[src/rtl/debug_fifo_port.sv]
// Memory-mapped debug character port: TX/RX byte FIFOs between the mgmt bus
// and a host valid/ready byte stream, with status/control registers and a level irq.
`ifndef ADDR_DBG
`define ADDR_DBG 16'h0100
`endif
`ifndef MASK_DBG
`define MASK_DBG 16'hFFF0
`endif

module debug_fifo_port #(
    parameter int          TX_DEPTH  = 16,
    parameter int          RX_DEPTH  = 16,
    parameter logic [15:0] BASE_ADDR = `ADDR_DBG,
    parameter logic [15:0] ADDR_MASK = `MASK_DBG
) (
    input  logic        clk,
    input  logic        rst,
    output logic        fifo_tx_vld,
    output logic [7:0]  fifo_tx_dat,
    input  logic        fifo_tx_rdy,
    input  logic        fifo_rx_vld,
    input  logic [7:0]  fifo_rx_dat,
    output logic        fifo_rx_rdy,
    input  logic        mgmt_req,
    input  logic [31:0] mgmt_adr,
    output logic        mgmt_ack,
    input  logic        mgmt_rwn,
    input  logic [1:0]  mgmt_wen,
    input  logic [31:0] mgmt_txd,
    output logic        mgmt_rxe,
    output logic [31:0] mgmt_rxd,
    output logic        irq
);
    localparam int TX_AW = $clog2(TX_DEPTH);
    localparam int RX_AW = $clog2(RX_DEPTH);

    logic [7:0]     tx_mem [TX_DEPTH];
    logic [7:0]     rx_mem [RX_DEPTH];
    logic [TX_AW:0] tx_wr_q, tx_wr_d, tx_rd_q, tx_rd_d, tx_cnt;
    logic [RX_AW:0] rx_wr_q, rx_wr_d, rx_rd_q, rx_rd_d, rx_cnt;
    logic           tx_ovf_q, tx_ovf_d, rx_ie_q, rx_ie_d, tx_ie_q, tx_ie_d;
    logic           ack_q, ack_d, rxe_q, rxe_d, irq_q, irq_d;
    logic [31:0]    rxd_q, rxd_d;
    logic           tx_full, tx_empty, rx_full, rx_empty;
    logic           hit, wr_en, rd_en, ctrl_wr, tx_push, tx_pop, rx_push, rx_pop;
    logic [1:0]     sel;
    logic           unused_bits;

    assign unused_bits = ^{mgmt_adr[31:16], mgmt_txd[31:8]};

    // Full when pointers differ only in the extra wrap bit.
    assign tx_cnt   = tx_wr_q - tx_rd_q;
    assign rx_cnt   = rx_wr_q - rx_rd_q;
    assign tx_empty = (tx_wr_q == tx_rd_q);
    assign rx_empty = (rx_wr_q == rx_rd_q);
    assign tx_full  = (tx_wr_q[TX_AW] != tx_rd_q[TX_AW]) &&
                      (tx_wr_q[TX_AW-1:0] == tx_rd_q[TX_AW-1:0]);
    assign rx_full  = (rx_wr_q[RX_AW] != rx_rd_q[RX_AW]) &&
                      (rx_wr_q[RX_AW-1:0] == rx_rd_q[RX_AW-1:0]);

    assign fifo_tx_vld = !tx_empty;
    assign fifo_tx_dat = tx_mem[tx_rd_q[TX_AW-1:0]];
    assign fifo_rx_rdy = !rx_full;
    assign mgmt_ack    = ack_q;
    assign mgmt_rxe    = rxe_q;
    assign mgmt_rxd    = rxd_q;
    assign irq         = irq_q;

    always_comb begin
        hit     = mgmt_req && ((mgmt_adr[15:0] & ADDR_MASK) == BASE_ADDR);
        sel     = mgmt_adr[3:2];
        wr_en   = hit && !mgmt_rwn && (mgmt_wen != 2'b00);
        rd_en   = hit && mgmt_rwn;
        ctrl_wr = wr_en && (sel == 2'd2);
        tx_push = wr_en && (sel == 2'd0) && !tx_full;
        tx_pop  = !tx_empty && fifo_tx_rdy;
        rx_push = fifo_rx_vld && !rx_full;
        rx_pop  = rd_en && (sel == 2'd0) && !rx_empty;

        tx_wr_d  = tx_push ? tx_wr_q + 1'b1 : tx_wr_q;
        tx_rd_d  = tx_pop  ? tx_rd_q + 1'b1 : tx_rd_q;
        rx_wr_d  = rx_push ? rx_wr_q + 1'b1 : rx_wr_q;
        rx_rd_d  = rx_pop  ? rx_rd_q + 1'b1 : rx_rd_q;
        tx_ovf_d = tx_ovf_q || (wr_en && (sel == 2'd0) && tx_full);
        rx_ie_d  = rx_ie_q;
        tx_ie_d  = tx_ie_q;

        // Flush overrides any same-cycle push/pop of that FIFO.
        if (ctrl_wr) begin
            rx_ie_d = mgmt_txd[3];
            tx_ie_d = mgmt_txd[4];
            if (mgmt_txd[0]) begin
                tx_wr_d = '0;
                tx_rd_d = '0;
            end
            if (mgmt_txd[1]) begin
                rx_wr_d = '0;
                rx_rd_d = '0;
            end
            if (mgmt_txd[2]) tx_ovf_d = 1'b0;
        end

        rxd_d = 32'h0;
        if (rd_en) begin
            case (sel)
                2'd0:    rxd_d = rx_empty ? 32'h0 : {23'h0, 1'b1, rx_mem[rx_rd_q[RX_AW-1:0]]};
                2'd1:    rxd_d = {9'h0, tx_ie_q, rx_ie_q, tx_ovf_q, rx_empty, rx_full,
                                  tx_empty, tx_full, 8'(rx_cnt), 8'(tx_cnt)};
                2'd2:    rxd_d = {27'h0, tx_ie_q, rx_ie_q, 3'b000};
                default: rxd_d = 32'h0;
            endcase
        end
        ack_d = hit;
        rxe_d = rd_en;
        irq_d = (rx_ie_q && !rx_empty) || (tx_ie_q && tx_empty);
    end

    always_ff @(posedge clk or posedge rst) begin
        if (rst) begin
            tx_wr_q  <= '0;
            tx_rd_q  <= '0;
            rx_wr_q  <= '0;
            rx_rd_q  <= '0;
            tx_ovf_q <= 1'b0;
            rx_ie_q  <= 1'b0;
            tx_ie_q  <= 1'b0;
            ack_q    <= 1'b0;
            rxe_q    <= 1'b0;
            rxd_q    <= 32'h0;
            irq_q    <= 1'b0;
        end else begin
            tx_wr_q  <= tx_wr_d;
            tx_rd_q  <= tx_rd_d;
            rx_wr_q  <= rx_wr_d;
            rx_rd_q  <= rx_rd_d;
            tx_ovf_q <= tx_ovf_d;
            rx_ie_q  <= rx_ie_d;
            tx_ie_q  <= tx_ie_d;
            ack_q    <= ack_d;
            rxe_q    <= rxe_d;
            rxd_q    <= rxd_d;
            irq_q    <= irq_d;
        end
    end

    // Storage carries no reset; contents are only meaningful between the pointers.
    always_ff @(posedge clk) begin
        if (tx_push) tx_mem[tx_wr_q[TX_AW-1:0]] <= mgmt_txd[7:0];
        if (rx_push) rx_mem[rx_wr_q[RX_AW-1:0]] <= fifo_rx_dat;
`ifdef DEBUG
        if (tx_push) $write("%c", mgmt_txd[7:0]);
`endif
    end

endmodule

[config.mk]
export PLATFORM = sky130hd
export DESIGN_NAME = debug_fifo_port
export DESIGN_NICKNAME = d
export VERILOG_FILES = /design/src/rtl/debug_fifo_port.sv
export SDC_FILE = /design/constraint.sdc
export NUM_CORES = 1
export LEC_CHECK = 0
export ABC_AREA = 1
export CELL_PAD_IN_SITES_DETAIL_PLACEMENT = 1
export CELL_PAD_IN_SITES_GLOBAL_PLACEMENT = 2
export CORE_MARGIN = 2
export CORE_UTILIZATION = 38
export DETAILED_ROUTE_END_ITERATION = 8
export PLACE_DENSITY = 0.9
export SLEW_MARGIN = 20
export SYNTH_ARGS = -nofsm -noshare
export SYNTH_HDL_FRONTEND = slang
export SYNTH_SLANG_ARGS = --single-unit
[constraint.sdc]
create_clock -name clk -period 2.85 [get_ports clk]
set_input_delay 0.57 -clock clk [delete_from_list [all_inputs] [get_ports clk]]
set_output_delay 0.57 -clock clk [all_outputs]
set_load 0.01 [all_outputs]
# ---- Yosys cells after proc, flatten, opt, wreduce, memory -nomap -nowiden
# Memories as Yosys holds them, arrays and structs flattened.
# Index checks and enable logic that the tools add are counted.
dict set report word_totals {
  register_bits 58
  ramBits 256
  inputBits 80
  output_inout_bits 45
  elab_cells 74
  mem_count 2
}
dict set report op_classes {
  n_addsub 6
  n_eq_ne 9
  mux 21
  n_reduce_logical 25
}
# memory depth word_bits read_ports rd_clocked_by_memory_dff write_ports line
set mem_list {}
lappend mem_list {rx_mem 16 8 1 0 1 38} ;# logic [7:0] rx_mem [RX_DEPTH];
lappend mem_list {tx_mem 16 8 1 0 1 37} ;# logic [7:0] tx_mem [TX_DEPTH];
# op n
set op_table {}
lappend op_table {{case mux 23 bit (3 select lines)} 1}
lappend op_table {{2-to-1 mux 5 bit} 12}
lappend op_table {{2-to-1 mux 23 bit} 1}
lappend op_table {{adder 5 x 1 -> 5 bit (second input constant)} 4}
lappend op_table {{logical AND 1 bit} 16}
lappend op_table {{== test 12 x 5 -> 1 bit (second input constant)} 1}
lappend op_table {{== test 5 bit} 2}
lappend op_table {{subtractor 5 bit} 2}
lappend op_table {{2-to-1 mux 9 bit} 1}
lappend op_table {{== test 4 bit} 2}
lappend op_table {{2-to-1 mux 1 bit} 6}
lappend op_table {{zero test 1 bit} 5}
lappend op_table {{== test 2 x 1 -> 1 bit (second input constant)} 1}
lappend op_table {{== test 2 bit (second input constant)} 1}
lappend op_table {{zero test 2 bit} 1}
lappend op_table {{logical OR 1 bit} 2}
lappend op_table {{inequality test 1 bit} 2}
lappend op_table {{nonzero test 2 bit} 1}

# ---- Logic depth before layout (Yosys ltp)
# Gate-level depths: netlist (run 1).
dict set report depth {
  ltp_word 9
  ltp_mapped 13
}

# ---- Least setup slack after synthesis (run 1)
# Ideal clock, no wire load.
dict set report synth_timing {
  kind {reg-to-reg}
  start {register tx_rd_q[3]}
  end {memory tx_mem[3][0] (enable)}
  setup_time_ns 0.370
  arrival_ns 2.121
  path_slack_ns 0.359
  path_stages_with_launch 12
  path_buffers 2
  period_less_slack_ns 2.491
  path_cell_list {dfrtp_1 -> buf_2 -> inv_1 -> clkbuf_1 -> ha_1 -> nand3_1 -> nor2_1 -> nand2_1 -> inv_1 -> nor2_2 -> nand2_1 -> nor2_1}
}
dict set report synth_via {
  elab_chain_cells 6
}
# item line
set synth_rtl {}
lappend synth_rtl {{start, declared} 39} ;# logic [TX_AW:0] tx_wr_q, tx_wr_d, tx_rd_q, tx_rd_d, tx_cnt;
lappend synth_rtl {{start signal, assigned} 133} ;# tx_rd_q <= tx_rd_d;
lappend synth_rtl {{== test 4 bit} 57} ;# (tx_wr_q[TX_AW-1:0] == tx_rd_q[TX_AW-1:0]);
lappend synth_rtl {{logical AND 1 bit} 56} ;# assign tx_full = (tx_wr_q[TX_AW] != tx_rd_q[TX_AW]) &&
lappend synth_rtl {{zero test 1 bit} 75} ;# tx_push = wr_en && (sel == 2'd0) && !tx_full;
lappend synth_rtl {{logical AND 1 bit} 75}
lappend synth_rtl {{2-to-1 mux 1 bit} 148} ;# if (tx_push) tx_mem[tx_wr_q[TX_AW-1:0]] <= mgmt_txd[7:0];
lappend synth_rtl {{2-to-1 mux 1 bit (not written as such)} 148}
lappend synth_rtl {{end, declared} 37}
# Every way passes these cells.

# ---- Final worst setup path (run 1)
dict set report layout_timing {
  start {register tx_rd_q[1]}
  end {output fifo_tx_dat[0]}
}
dict set report layout_via {
  elab_chain_cells 1
}
# item line
set layout_rtl {}
lappend layout_rtl {{memory read (16 x 8 bit)} -}
lappend layout_rtl {{end, declared} 19} ;# output logic [7:0] fifo_tx_dat,
# Every way passes these cells.

==> results of run 1 <==
repair_timing:
item / 4_1_cts / 5_1_grt
pin swaps: 13 / 8
setup buffers: 0 / 2
gates resized for setup: 22 / 12
cloned: 2 / 0
setup endpoints to repair: 10 / 5
per-layer routing:
layer	up-vias	track usage, %	share of wire [%]
li1	4324	-	-
met1	4570	23.5	41
met2	180	36.1	53
met3	50	2.67	4.1
met4	0	5.93	2.5
met5	-	0	0
synthesized netlist by cell type:
library cell,n
buf_2,20
o21ai_1,5
nand3_1,94
nor2_2,2
o22ai_1,22
inv_2,3
nand2_2,7
ha_1,18
nor2_1,182
a21oi_4,1
inv_1,128
o21ai_0,99
nor2_4,6
nand3b_1,1
xor2_1,5
conb_1,1
clkinv_2,1
nand3_2,1
dfrtp_1,46
nand4_1,4
nor3_1,5
nand2_4,1
fa_1,2
buf_1,1
buf_4,18
a31oi_1,1
edfxtp_1,256
o211ai_1,6
nand2_1,208
a21oi_1,18
or2_2,1
xnor2_1,2
nand3_4,1
nor3b_1,2
clkinv_1,4
o221ai_1,16
clkbuf_1,20
report_power, final:
part           total (µW)  internal (µW)  switching [µW]  leakage (µW)
clock network        4400           2620            1790      0.000548
logic                2790           1040            1750       0.00282
registers            5150           5030             118       0.00288
total               12300           8690            3650       0.00626
kinds of logic (layout without fill, tap and decap cells):
group	after synthesis	in the layout
AO/OA/AOI/OAI	168	168
flip-flops	302	302
AND/OR/NAND/NOR	515	515
XOR/XNOR	7	7
adder cells (fa/ha/maj)	20	20
buffers and inverters	195	334
other	1	12
state kept, by name, indices dropped and copies added (netlist names):
| register | cells |
|---|---|
| rx_mem | 128 |
| tx_mem | 128 |
| mgmt_rxd | 20 |
| rx_rd_q | 5 |
| rx_wr_q | 5 |
| tx_rd_q | 5 |
| tx_wr_q | 5 |
| irq | 1 |
| mgmt_ack | 1 |
| mgmt_rxe | 1 |
| rx_ie_q | 1 |
| tx_ie_q | 1 |
| tx_ovf_q | 1 |
through the flow:
stage	setup WS [ps]	utilization, %
2_1_floorplan	359	-
3_3_place_gp	245	42.6
3_5_place_dp	190	42.6
4_1_cts	-153	46.3
5_1_grt	-19.5	46.3
6_report	62.6	46.3
layout by cell type, fill, tap and decap left out, types with 3 or more instances in the layout:
cell             netlist  final
dfrtp_1               46     44
clkbuf_16              0     34
xor2_1                 5      5
clkdlybuf4s50_1        0     60
nor3_1                 5      5
nand3_1               94     92
bufinv_16              0      4
nand2_1              208    208
conb_1                 1     12
buf_4                 18     57
nand4_1                4      4
o211ai_1               6      6
o221ai_1              16     16
clkinvlp_4             0      3
inv_1                128    125
nor2_2                 2      3
clkinv_2               1      6
o21ai_1                5      6
nand2_2                7      7
edfxtp_1             256    256
clkbuf_1              20      4
o22ai_1               22     22
nor2_4                 6      6
o21ai_0               99     98
ha_1                  18     18
buf_12                 0      5
clkinv_1               4     11
dlygate4sd2_1          0      5
nor2_1               182    181
inv_2                  3      5
nand3_2                1      3
a21oi_1               18     18
worst max-delay path by stage:
stage	to	startpoint	depth (start not counted)
2_1_floorplan	tx_mem[3][0]$_DFFE_PP_	tx_rd_q[3]$_DFF_PP0_	11
3_3_place_gp	tx_mem[12][2]$_DFFE_PP_	mgmt_adr[8]	12
3_5_place_dp	tx_mem[10][3]$_DFFE_PP_	mgmt_adr[8]	12
4_1_cts	fifo_tx_dat[3]	tx_rd_q[0]$_DFF_PP0_	7
5_1_grt	fifo_tx_dat[0]	tx_rd_q[1]$_DFF_PP0_	7
6_report	fifo_tx_dat[0]	tx_rd_q[1]$_DFF_PP0_	7
layout make-up:
type                    instances  share of cell area, %
inverters                     136                   3.24
flip-flops and latches        302                   55.6
repair buffers                136                   8.24
clock inverters                23                   1.65
multi-input cells             722                   22.1
well taps                     455                   3.58
clock buffers                  39                   5.54
critical path, stage by stage, from the launching register on:
cell and delay [ps]:
dfrtp_1 420, inv_2 130, buf_8 160, o21ai_0 120, o221ai_1 280, nand3_1 200
nand3_1 110, dlygate4sd2_1 270
==> qor.txt, run 1 <==
share of cells above drive strength 1: 11.1%
cts hold-fix bufs: 0
CTS tree: built
Die ar.: 0.0360 mm²
largest net degree at the start of global routing: 42
critical path class: reg -> out
largest family of logic cells by synthesized area: simple AND/OR/NAND/NOR gates
register bit total from synthesis: 302
Avg Cell Area, Syn: 10.9 µm²
Design Area, Final: 0.0159 mm²
core area: 0.0343 mm²
Pwr per Cell Area: 777 mW/mm²
gr ovfl total: 0
worst-skew pair later-pin latency: 520 ps
Yosys top cell area share: 58.6%
storage element area: 0.00884 mm²
sequential-to-total area share from yosys stat: 67.3%
max frequency: 359 MHz
initial antenna violation count: 0
Residual DRC: 0
CTS clock-pin slew for the worst setup and hold paths: 60 ps
largest cells by area after synthesis: edfxtp_1 59%, dfrtp_1 8.8%, nand2_1 5.9%
Avg Vias per Cell: 5.03
Worst slew margin: 43.9%
GRT Resource Usage Total: 19.5%
Yosys cell types: 37
Iter 0 DRT Violations: 383
multi-input logic area: 0.00352 mm²
post-synthesis xor/xnor area fraction: 0.467%
crit path capture type: primary output
first-pass GRT wire length: 53800 µm
compound-cell area share of the yosys netlist: 7.28%
diodes inserted: 0
Routed WL: 34800 µm
setup TNS: 0 ps
Worst R2R Path Depth: 11
routed via count: 9124
R2R Path End: tx_mem[3][5]$_DFFE_PP_
layout overhead on the synthesized area: 21.1%
detailed-router iteration count before antenna repair: 4
max-cap violations: 0
maximum fanout along the worst path: 16
vias in the first global route: 9777
Worst-Margin Slew: 839 ps
flop2flop setup slack: 320 ps
Die Wd: 190 µm
IO buf count: 70
YS warnings: 0
Tcrit/Tclk final: 97.8%
Std-Cell Rows: 68
post-layout min period: 2790 ps
status: finished clean
Ports: 125
Crit path arrival time: 2220 ps
Synth Area in Adders: 2.02%
Routed Antenna Nets: 0
Peak VDD IR: 0.663 mV
Die Ht: 190 µm
CTS Root Cell: clkbuf_16
htree depth: 2
Pwr Total: 12300 µW
Synth Area in Simple Gates: 16.6%
cell area after synthesis: 0.0131 mm²
post-synthesis mux area share: 0%
dpl cell area: 0.0146 mm²
Setup Skew: 23.4 ps
Hold Vio Cnt, Final: 0
crit path launch type: flip-flop
clock tree buffer depth: 3
Post-Layout Cell Count: 1813
Worst Path Required: 2280 ps
Fin Hold WS: 408 ps
drt wl/cell: 19.2 µm
RePlAce Congestion: 0.778
Leakage: 0.00626 µW
Hold WC Path Type: in -> async
final setup fails: 0
largest area contributor in the netlist: edfxtp_1
worst r2r src: tx_rd_q[0]$_DFF_PP0_
FILL cells: 3724
Post-Place Cells: 1747
hpwl dp: 23300 µm
cts bufs inserted: 34
fin nets: 1432
Initial Util: 38.3%
clock sink total: 302
Syn Inst Count: 1208
Slew Limit Fails: 0
No activity file was read; power rests on OpenSTA's default activity.
==> run 2: changes to the inputs <==
--- a/config.mk
+++ b/config.mk
@@ -10,6 +10,7 @@
 export CELL_PAD_IN_SITES_GLOBAL_PLACEMENT = 2
 export CORE_MARGIN = 2
 export CORE_UTILIZATION = 38
+export CTS_CLUSTER_SIZE = 25
 export DETAILED_ROUTE_END_ITERATION = 8
 export PLACE_DENSITY = 0.9
 export SLEW_MARGIN = 20
==> results of run 2 <==
The final DEF is identical to that of run 1; final timing and power are the same.
==> run 3: changes to the inputs <==
==> constraint.sdc (replaced) <==
create_clock -name clk -period 2.9 [get_ports clk]
set_input_delay 0.58 -clock clk [delete_from_list [all_inputs] [get_ports clk]]
set_output_delay 0.58 -clock clk [all_outputs]
set_load 0.01 [all_outputs]
==> run 3 against run 2 <==
- via count rose by 0.53%
- sequential share of layout area rose by 0.46 points
- sequential power fell by 2%
- utilization fell by 0.37 points
==> qor.txt, run 3 (synthesis gave the netlist of run 1 again) <==
GR Util met1: 24.1% (was 23.5%)
hpwl dp: 23300 µm (about the same)
htree depth: 1 (was 2)
met2 Usage GRT: 35.3% (was 36.1%)
Leakage: 0.00619 µW (was 0.00626 µW)
Post-Place Cells: 1749 (was 1747)
CTS tree: built (unchanged)
IO buf count: 70 (unchanged)
cts hold-fix bufs: 0 (unchanged)
Std-Cell Rows: 68 (unchanged)
share of cells above drive strength 1: 11.0% (was 11.1%)
Post-Layout Cell Count: 1810 (was 1813)
Die Wd: 190 µm (unchanged)
first-pass GRT wire length: 54200 µm (was 53800 µm)
clock sink total: 302 (unchanged)
Slew Limit Fails: 0 (unchanged)
Peak VDD IR: 0.463 mV (was 0.663 mV)
CP max-delay cell: dfrtp_2 (was dfrtp_1)
Tcrit/Tclk final: 97.2%
grt met3 use: 2.69% (was 2.67%)
worst r2r src: tx_rd_q[1]$_DFF_PP0_ (was tx_rd_q[0]$_DFF_PP0_)
crit path capture type: primary output (unchanged)
CP delay by family, top: buffers and inverters (unchanged)
Die Ht: 190 µm (unchanged)
FILL cells: 3689 (was 3724)
diodes inserted: 0 (unchanged)
most common cell after layout, fill and taps aside: edfxtp_1 (unchanged)
largest net degree at the start of global routing: 67 (was 42)
setup TNS: 0 ps (unchanged)
RePlAce Congestion: 0.794 (was 0.778)
vias in the first global route: 9849 (was 9777)
max-cap violations: 0 (unchanged)
maximum fanout along the worst path: 18 (was 16)
Worst R2R Path Depth: 11 (unchanged)
cts bufs inserted: 31 (was 34)
dpl cell area: 0.0146 mm² (about the same)
Worst Path Required: 2320 ps (was 2280 ps)
Routed Antenna Nets: 0 (unchanged)
Initial Util: 38.3% (unchanged)
CTS Root Cell: clkbuf_16 (unchanged)
layout overhead on the synthesized area: 20.1% (was 21.1%)
gr ovfl total: 0 (unchanged)
clock tree buffer depth: 3 (unchanged)
core area: 0.0343 mm² (unchanged)
Finished Core Util: 46.0% (was 46.3%)
crit path launch type: flip-flop (unchanged)
Die ar.: 0.0360 mm² (unchanged)
CP most frequent cell: nand3_1 (unchanged)
flop2flop setup slack: 370 ps (was 320 ps)
Iter 0 DRT Violations: 598 (was 383)
routed via count: 9172 (was 9124)
critical path, cell by cell: inv_4 -> bufbuf_16 -> o21ai_0 -> o22ai_1 -> nand3_1 -> nand3_1 -> dlygate4sd2_1 (was inv_2 -> buf_8 -> o21ai_0 -> o221ai_1 -> nand3_1 -> nand3_1 -> dlygate4sd2_1)
Residual DRC: 0 (unchanged)
CTS clock-pin slew for the worst setup and hold paths: 60 ps (about the same)
Design Area, Final: 0.0158 mm² (was 0.0159 mm²)
Worst-Margin Slew: 786 ps (was 839 ps)
critical path class: reg -> out (unchanged)
Ports: 125 (unchanged)
Fin Hold WS: 310 ps (was 408 ps)
Avg Vias per Cell: 5.07 (was 5.03)
R2R Path End: tx_mem[7][5]$_DFFE_PP_ (was tx_mem[3][5]$_DFFE_PP_)
busiest grt layer: met2 (unchanged)
worst-skew pair later-pin latency: 560 ps (was 520 ps)
Pwr per Cell Area: 743 mW/mm² (was 777 mW/mm²)
post-layout min period: 2820 ps
Buf/Inv on CP: 3 (unchanged)
most frequent cells in the layout: 256 x edfxtp_1, 208 x nand2_1, 181 x nor2_1 (unchanged)
detailed-router iteration count before antenna repair: 5 (was 4)
status: finished clean (unchanged)
initial antenna violation count: 0 (unchanged)
final setup fails: 0 (unchanged)
Crit path arrival time: 2240 ps (was 2220 ps)
CP peak stage delay: 470 ps (was 420 ps)
drt wl/cell: 19.2 µm (about the same)
Setup Skew: 20.0 ps (was 23.4 ps)
GRT Resource Usage Total: 19.5% (about the same)
fin nets: 1430 (was 1432)
Worst slew margin: 47.4% (was 43.9%)
max frequency: 355 MHz
crit path from: tx_rd_q[0]$_DFF_PP0_ (was tx_rd_q[1]$_DFF_PP0_)
Hold Vio Cnt, Final: 0 (unchanged)
Hold WC Path Type: in -> async (unchanged)
Routed WL: 34700 µm (was 34800 µm)
-- run 3: cell count changes in the layout (fill, tap and decap cells not counted), sizes merged --
cell,change
buf,+2
bufbuf,-1
bufinv,-1
clkbuf,+1
clkinv,-3
clkinvlp,-2
dlygate4sd2,+2
dlymetal6s2s,-1
-- run 3: how the worst max path moves through the flow --
stage	end	cells past startpoint
final	fifo_tx_dat[7]	7
after global routing	fifo_tx_dat[7]	7
after CTS	fifo_tx_dat[0]	6
after detailed placement	tx_mem[10][3]$_DFFE_PP_	11
after global placement	tx_mem[12][3]$_DFFE_PP_	12
after floorplan	tx_mem[3][0]$_DFFE_PP_	11
-- run 3: per-stage QoR --
| step | setup WS, ps | power, µW |
|---|---|---|
| CTS | -202 | 11700 |
| detailed placement | 236 | 7770 |
| global route | -24.1 | 12300 |
| global placement | 278 | 7650 |
| floorplan | 409 | 6660 |
| finish | 80.7 | 11700 |
-- run 3: timing repair --
action	CTS	global route
gates resized for setup	30	12
pin swaps	11	5
buffers inserted	1	1
hold endpoints to repair	0	0
cloned	1	0
endpoints found under the setup margin	10	5
-- run 3: final cells by class --
type | instances | area, µm² | share of cell area (%)
inverter | 136 | 514 | 3.26
multi-input combinational | 722 | 3550 | 22.5
clock inverter | 17 | 163 | 1.03
tap | 455 | 569 | 3.61
sequential | 302 | 8840 | 56.1
clock buffer | 41 | 833 | 5.29
timing repair buffer | 137 | 1290 | 8.18
-- run 3: per-layer routing --
metal	up-vias	wire length, µm
li1	4321	-
met1	4591	14300
met2	197	18000
met3	63	1490
met4	0	930
met5	-	0
-- run 3: power by group --
group	leakage, µW	switching, µW	internal (µW)	total (µW)
clock	0.000486	1620	2280	3900
sequential	0.00288	127	4950	5070
combinational	0.00282	1720	1010	2730
total	0.00619	3470	8230	11700
